$ cat config.mk
export PLATFORM = sky130hd
export DESIGN_NAME = fan_pwm_generator_flat
export DESIGN_NICKNAME = d
export VERILOG_FILES = /design/src/rtl/fan_pkg.sv /design/src/rtl/fan_pwm_generator_if.sv /design/src/rtl/tick_edge_detect.sv /design/src/rtl/fan_pwm_generator.sv /design/src/flat_wrapper.sv
export SDC_FILE = /design/constraint.sdc
export NUM_CORES = 1
export LEC_CHECK = 0
export CORE_AREA = 8 8 94 75
export CTS_CLUSTER_SIZE = 24
export DETAILED_ROUTE_END_ITERATION = 8
export DIE_AREA = 0 0 102 83
export PLACE_DENSITY = 0.74
export SLEW_MARGIN = 10
export SYNTH_ARGS = -nofsm -noshare
export SYNTH_HDL_FRONTEND = slang
export SYNTH_SLANG_ARGS = --single-unit
$ cat constraint.sdc
create_clock -name clk_in -period 4.1 [get_ports clk_in]
set_input_delay 0.82 -clock clk_in [delete_from_list [all_inputs] [get_ports clk_in]]
set_output_delay 0.82 -clock clk_in [all_outputs]
set_load 0.05 [all_outputs]
$ cat src/rtl/fan_pkg.sv
// Shared types and constants for the fan PWM generator.
package fan_pkg;

  localparam int unsigned DUTY_W = 7;

  localparam logic [1:0] SPEED_OFF  = 2'd0;
  localparam logic [1:0] SPEED_LOW  = 2'd1;
  localparam logic [1:0] SPEED_MED  = 2'd2;
  localparam logic [1:0] SPEED_HIGH = 2'd3;

  typedef enum logic [1:0] {
    IDLE      = 2'd0,
    RAMP_UP   = 2'd1,
    RUN       = 2'd2,
    RAMP_DOWN = 2'd3
  } fan_state_t;

endpackage

$ cat src/rtl/fan_pwm_generator_if.sv
// Speed request valid/ready channel into the fan PWM generator.
interface fan_pwm_generator_if;

  logic [1:0] speed_sel;
  logic       speed_valid;
  logic       speed_ready;

  modport master (output speed_sel, output speed_valid, input speed_ready);
  modport slave  (input speed_sel, input speed_valid, output speed_ready);

endinterface

$ cat src/rtl/tick_edge_detect.sv
// Rising-edge detector: a held-high tick level yields a single tick pulse.
module tick_edge_detect (
  input  logic clk,
  input  logic rst,
  input  logic tick_in,
  output logic tick_p
);

  logic tick_q;

  always_ff @(posedge clk or posedge rst) begin
    if (rst) tick_q <= 1'b0;
    else     tick_q <= tick_in;
  end

  assign tick_p = tick_in & ~tick_q;

endmodule

$ cat src/rtl/fan_pwm_generator.sv
// Fan drive PWM with a speed request handshake and per-period soft ramping of the duty.
module fan_pwm_generator
  import fan_pkg::*;
#(
  parameter int unsigned PERIOD    = 100,
  parameter int unsigned RAMP_STEP = 5,
  parameter int unsigned DUTY_LOW  = 30,
  parameter int unsigned DUTY_MED  = 60,
  parameter int unsigned DUTY_HIGH = 100
) (
  input  logic                clk_in,
  input  logic                rst,
  input  logic                tick_in,
  fan_pwm_generator_if.slave  speed,
  output logic                pwm_out,
  output logic [DUTY_W-1:0]   duty_cur,
  output logic                at_speed
);

  localparam logic [DUTY_W-1:0] CNT_LAST = DUTY_W'(PERIOD - 1);
  localparam logic [DUTY_W-1:0] ONE      = DUTY_W'(1);
  localparam logic [DUTY_W-1:0] STEP     = DUTY_W'(RAMP_STEP);
  localparam logic [DUTY_W:0]   STEP_X   = (DUTY_W + 1)'(RAMP_STEP);

  fan_state_t        state, state_next;
  logic [DUTY_W-1:0] cnt, cnt_next;
  logic [DUTY_W-1:0] target, target_next;
  logic [DUTY_W-1:0] duty_next, sel_duty, up_val, down_val;
  logic [DUTY_W:0]   up_sum;
  logic              tick_p, boundary, accept;
  logic              ready_q, ready_next, pwm_next, at_speed_next;

  tick_edge_detect u_tick (
    .clk     (clk_in),
    .rst     (rst),
    .tick_in (tick_in),
    .tick_p  (tick_p)
  );

  assign speed.speed_ready = ready_q;

  // Speed level to duty ticks
  always_comb begin
    sel_duty = '0;
    case (speed.speed_sel)
      SPEED_LOW:  sel_duty = DUTY_W'(DUTY_LOW);
      SPEED_MED:  sel_duty = DUTY_W'(DUTY_MED);
      SPEED_HIGH: sel_duty = DUTY_W'(DUTY_HIGH);
      default:    sel_duty = '0;
    endcase
  end

  // Clamped ramp steps; the down step compares before subtracting so it cannot underflow
  assign up_sum   = {1'b0, duty_cur} + STEP_X;
  assign up_val   = (up_sum >= {1'b0, target}) ? target : up_sum[DUTY_W-1:0];
  assign down_val = ({1'b0, duty_cur} >= ({1'b0, target} + STEP_X)) ? (duty_cur - STEP) : target;

  assign accept   = speed.speed_valid & ready_q;
  assign boundary = tick_p & (cnt == CNT_LAST);

  always_comb begin
    state_next  = state;
    duty_next   = duty_cur;
    target_next = target;
    cnt_next    = cnt;
    case (state)
      IDLE: begin
        duty_next = '0;
        if (accept) begin
          target_next = sel_duty;
          if (sel_duty != '0) state_next = RAMP_UP;
        end
      end
      RAMP_UP: begin
        if (boundary) begin
          duty_next = up_val;
          if (up_val == target) state_next = RUN;
        end
      end
      RUN: begin
        if (accept) begin
          target_next = sel_duty;
          if (sel_duty > duty_cur)      state_next = RAMP_UP;
          else if (sel_duty < duty_cur) state_next = RAMP_DOWN;
        end
      end
      RAMP_DOWN: begin
        if (boundary) begin
          duty_next = down_val;
          if (down_val == target) state_next = (target == '0) ? IDLE : RUN;
        end
      end
      default: state_next = IDLE;
    endcase

    if (tick_p) cnt_next = (cnt == CNT_LAST) ? '0 : (cnt + ONE);

    pwm_next      = tick_p ? (cnt_next < duty_next) : pwm_out;
    ready_next    = (state_next == IDLE) || (state_next == RUN);
    at_speed_next = ready_next && (duty_next == target_next);
  end

  always_ff @(posedge clk_in or posedge rst) begin
    if (rst) begin
      state    <= IDLE;
      cnt      <= '0;
      target   <= '0;
      duty_cur <= '0;
      pwm_out  <= 1'b0;
      ready_q  <= 1'b1;
      at_speed <= 1'b1;
    end else begin
      state    <= state_next;
      cnt      <= cnt_next;
      target   <= target_next;
      duty_cur <= duty_next;
      pwm_out  <= pwm_next;
      ready_q  <= ready_next;
      at_speed <= at_speed_next;
    end
  end

endmodule

$ cat src/flat_wrapper.sv
// flat-port wrapper written by rule: the top's interface ports become plain ports
module fan_pwm_generator_flat import fan_pkg::*;
#(
  parameter int unsigned PERIOD    = 100,
  parameter int unsigned RAMP_STEP = 5,
  parameter int unsigned DUTY_LOW  = 30,
  parameter int unsigned DUTY_MED  = 60,
  parameter int unsigned DUTY_HIGH = 100
)
  (clk_in, rst, tick_in, pwm_out, duty_cur, at_speed, speed_speed_sel, speed_speed_valid, speed_speed_ready);
  fan_pwm_generator_if speed_i ();
  input  logic clk_in;
  input  logic rst;
  input  logic tick_in;
  output logic pwm_out;
  output logic [DUTY_W-1:0] duty_cur;
  output logic at_speed;
  input wire logic [$bits(speed_i.speed_sel)-1:0] speed_speed_sel;
  input wire logic [$bits(speed_i.speed_valid)-1:0] speed_speed_valid;
  output wire logic [$bits(speed_i.speed_ready)-1:0] speed_speed_ready;
  assign speed_i.speed_sel = speed_speed_sel;
  assign speed_i.speed_valid = speed_speed_valid;
  assign speed_speed_ready = speed_i.speed_ready;
  fan_pwm_generator #(.PERIOD(PERIOD), .RAMP_STEP(RAMP_STEP), .DUTY_LOW(DUTY_LOW), .DUTY_MED(DUTY_MED), .DUTY_HIGH(DUTY_HIGH)) u_core (.clk_in(clk_in), .rst(rst), .tick_in(tick_in), .speed(speed_i), .pwm_out(pwm_out), .duty_cur(duty_cur), .at_speed(at_speed));
endmodule
==> flow_summary.ini <==
[status]
status = finished, final reports clean

[placement]
dp_cells = 461
dp_hpwl_mm = 7.448
globalplace.congestion = 1.001
portBuffers = 15
place_area_sq_mm = 0.003314

[final_layout]
fin_nets = 433
drive_gt1_share_pct = 13.85
finalInstanceArea_sq_mm = 0.003400
syn2layout_area_growth_pct = 14.64
num-fill-cells = 505
antennaDiodeCount = 0
finalNonFillerCells = 468

[synth]
synth-edff-count = 0
synth_top_cell_area_share_pct = 21.10
yosys_warnings = 0
ys_top_cells_by_count = 36 x ha_1, 29 x nand2_1, 28 x inv_1, 25 x dfrtp_1, 25 x nor2_1
syn_nets = 403
syn_area_per_cell_sq_um = 8.214
yosysMostFrequentCell = ha_1
ys_types = 62
netlist_area_sq_mm = 0.002965
async_flop_share_pct = 100.0
ys_seq_area_share_pct = 22.87
yosysTopAreaCell = dfrtp_1
synth_area_leaders = dfrtp_1 21%, ha_1 15%, xnor2_1 5.9%
synth_top_flop_cell = dfrtp_1
synthCells = 361
ys_ff_latch = 27

[power_and_ir_drop]
p_seq_share_pct = 30.2
swShare_pct = 44.68
power.total_uw = 1318
leakage_uw = 0.001469
ir_drop_mv = 0.2406
powerDensity_mw_per_mm2 = 387.6
p_int_uw = 728.9
power_frac_comb_pct = 58.1
clkPwrFrac_pct = 11.7
switchingPower_uw = 588.8

[floorplan]
io_pins = 16
core_region_area_sq_mm = 0.005585
fp.dieH_um = 83
die_w_um = 102
start_util_pct = 53.09
rows = 24
dieArea_sq_mm = 0.008466

[timing]
setup_violations = 0
fmax_mhz = 257.9
rsz0062_at_grt = false
slew_headroom_pct = 29.25
min_period_ns = 3.878
tightest_slew_ns = 1.060
drv_slew = 0
fin_crit_sh_pct = 94.59
clock-skew-final_ns = 0.004619
report.final.hold_viol_count = 0
finalSetupTns_ns = 0

[critical_path]
cp-start-kind = flop
cp_max_fo = 10
critPathKind = flop to flop
cp_data_required_time_ns = 4.30
arrival_ns = 4.08
end_kind = flop

[clock_network]
cts_tree = built
cts_buffer_depth = 2
h-tree-depth = 1
clock-sinks = 27
clk_pin_slew_ns = 0.09
clk-insertion-delay-late_ns = 0.27
hold_buffers = 0
root_buffer = clkbuf_8
numCtsBuffers = 3

[global_routing]
antenna_found_initial = 0
track_usage_pct = 22.02
grt_pass1_wl_mm = 14.88
overflow = 0
grt_max_degree = 28
grt_pass1_vias = 2764

[drt]
drcViolationCount = 0
routed_via_density = 6.333
ant_nets = 0
wirelength_mm = 9.258
drtIter0Drc = 520
drt-pass1-iter-count = 6
vias = 2964
wl_per_cell_um = 19.78

[hold_path]
hold_path_class = flop to flop

[run]
maxCapViolCount = 0
==> timing repair <==
item,4_1_cts,5_1_grt
buffers inserted,0,3
endpoints found under the setup margin,0,1
resized for setup,0,7
==> worst max-delay path, cell delays in order, from the launching register on <==
cell and delay [ns]:
dfrtp_2 0.49, inv_1 0.17, ha_1 0.41, ha_1 0.31, a211oi_1 0.40, or3b_4 0.27, nand3_2 0.09, or4_1 0.47
and3_1 0.21, and2_1 0.19, ha_1 0.21, a21oi_1 0.14, nor2b_1 0.06, o21ai_0 0.18, nand2_1 0.07, o21ai_1 0.12
==> power by group through the flow <==
stage | Clock (uW) | Combinational, uW | Sequential, uW
2_1_floorplan | 0 | 516 | 391
3_3_place_gp | 0 | 724 | 400
3_5_place_dp | 0 | 736 | 400
4_1_cts | 156 | 741 | 395
5_1_grt | 166 | 833 | 406
6_report | 154 | 766 | 399
==> sequential cells by signal (all words and copies together), names as in the netlist, named ones only <==
register                  flops
u_core.duty_cur               7
u_core.at_speed               1
u_core.pwm_out                1
u_core.target                 7
u_core.u_tick.tick_q          1
u_core.speed.speed_ready      1
u_core.cnt                    7
u_core.state                  1
==> area by class of cell <==
class                      instances  area, sq um  share of cell area, %
multi-input combinational        286         2102                  61.83
timing repair buffer              43        360.3                  10.60
sequential                        27        681.9                  20.06
clock buffer                       4        45.04                  1.325
inverter                          30        112.6                  3.312
tap                               78        97.59                  2.871
==> metrics by stage <==
stage	util, %	setup WS [ns]	hold WS [ns]
2_1_floorplan	-	0.07207	0.4954
3_5_place_dp	59.34	0.1850	0.4846
4_1_cts	60.15	0.1116	0.5098
6_report	60.86	0.2219	0.5084
3_3_place_gp	59.34	0.2776	0.4772
5_1_grt	60.86	0.01026	0.5496
==> placed cells by master, fill, tap and decap left out, types with 3 or more instances in the layout <==
cell             instances
ha_1                    36
nand2_1                 29
inv_1                   28
buf_4                   28
nor2_1                  25
o21ai_0                 22
dfrtp_1                 22
xnor2_1                 20
a21oi_1                 19
clkdlybuf4s50_1         15
nand3_1                 11
nand4_1                 10
nor3_1                   8
nor2b_1                  7
mux2i_1                  7
nand2b_1                 5
a211oi_1                 5
or3_1                    5
a31oi_1                  5
a21o_1                   5
o21ai_1                  5
xor2_1                   5
nor4_1                   5
and3_1                   4
xnor3_1                  3
clkbuf_8                 3
dfrtp_2                  3
==> routing by layer <==
| metal | global-route usage (%) | part of all wire [%] |
|---|---|---|
| met1 | 32.93 | 45 |
| met2 | 30.64 | 41 |
| met3 | 5.083 | 12 |
| met4 | 5.053 | 1.7 |
| met5 | 0 | 0 |
==> final timing paths <==
path	cells past startpoint	end	start	slack [ns]
worst max-delay path	15	u_core.pwm_out$_DFFE_PP0P_	u_core.duty_cur[0]$_DFF_PP0_	0.22
worst min-delay path	2	u_core.pwm_out$_DFFE_PP0P_	u_core.pwm_out$_DFFE_PP0P_	0.51
worst max register to register	15	u_core.pwm_out$_DFFE_PP0P_	u_core.duty_cur[0]$_DFF_PP0_	0.22
worst min register to register	2	u_core.pwm_out$_DFFE_PP0P_	u_core.pwm_out$_DFFE_PP0P_	0.51
max in group asynchronous	2	u_core.duty_cur[0]$_DFF_PP0_	rst	2.29
min in group asynchronous	2	u_core.u_tick.tick_q$_DFF_PP0_	rst	1.10
==> cell families after synthesis <==
group,Yosys count,share of synthesized area (%)
buffers and inverters,48,6.709
multiplexers,7,2.363
adder cells (fa/ha/maj),36,15.19
flip-flops,27,22.87
AND/OR/NAND/NOR,126,23.33
XOR/XNOR,28,9.662
AO/OA/AOI/OAI,89,19.87
Power figures use the tool's default switching activity.
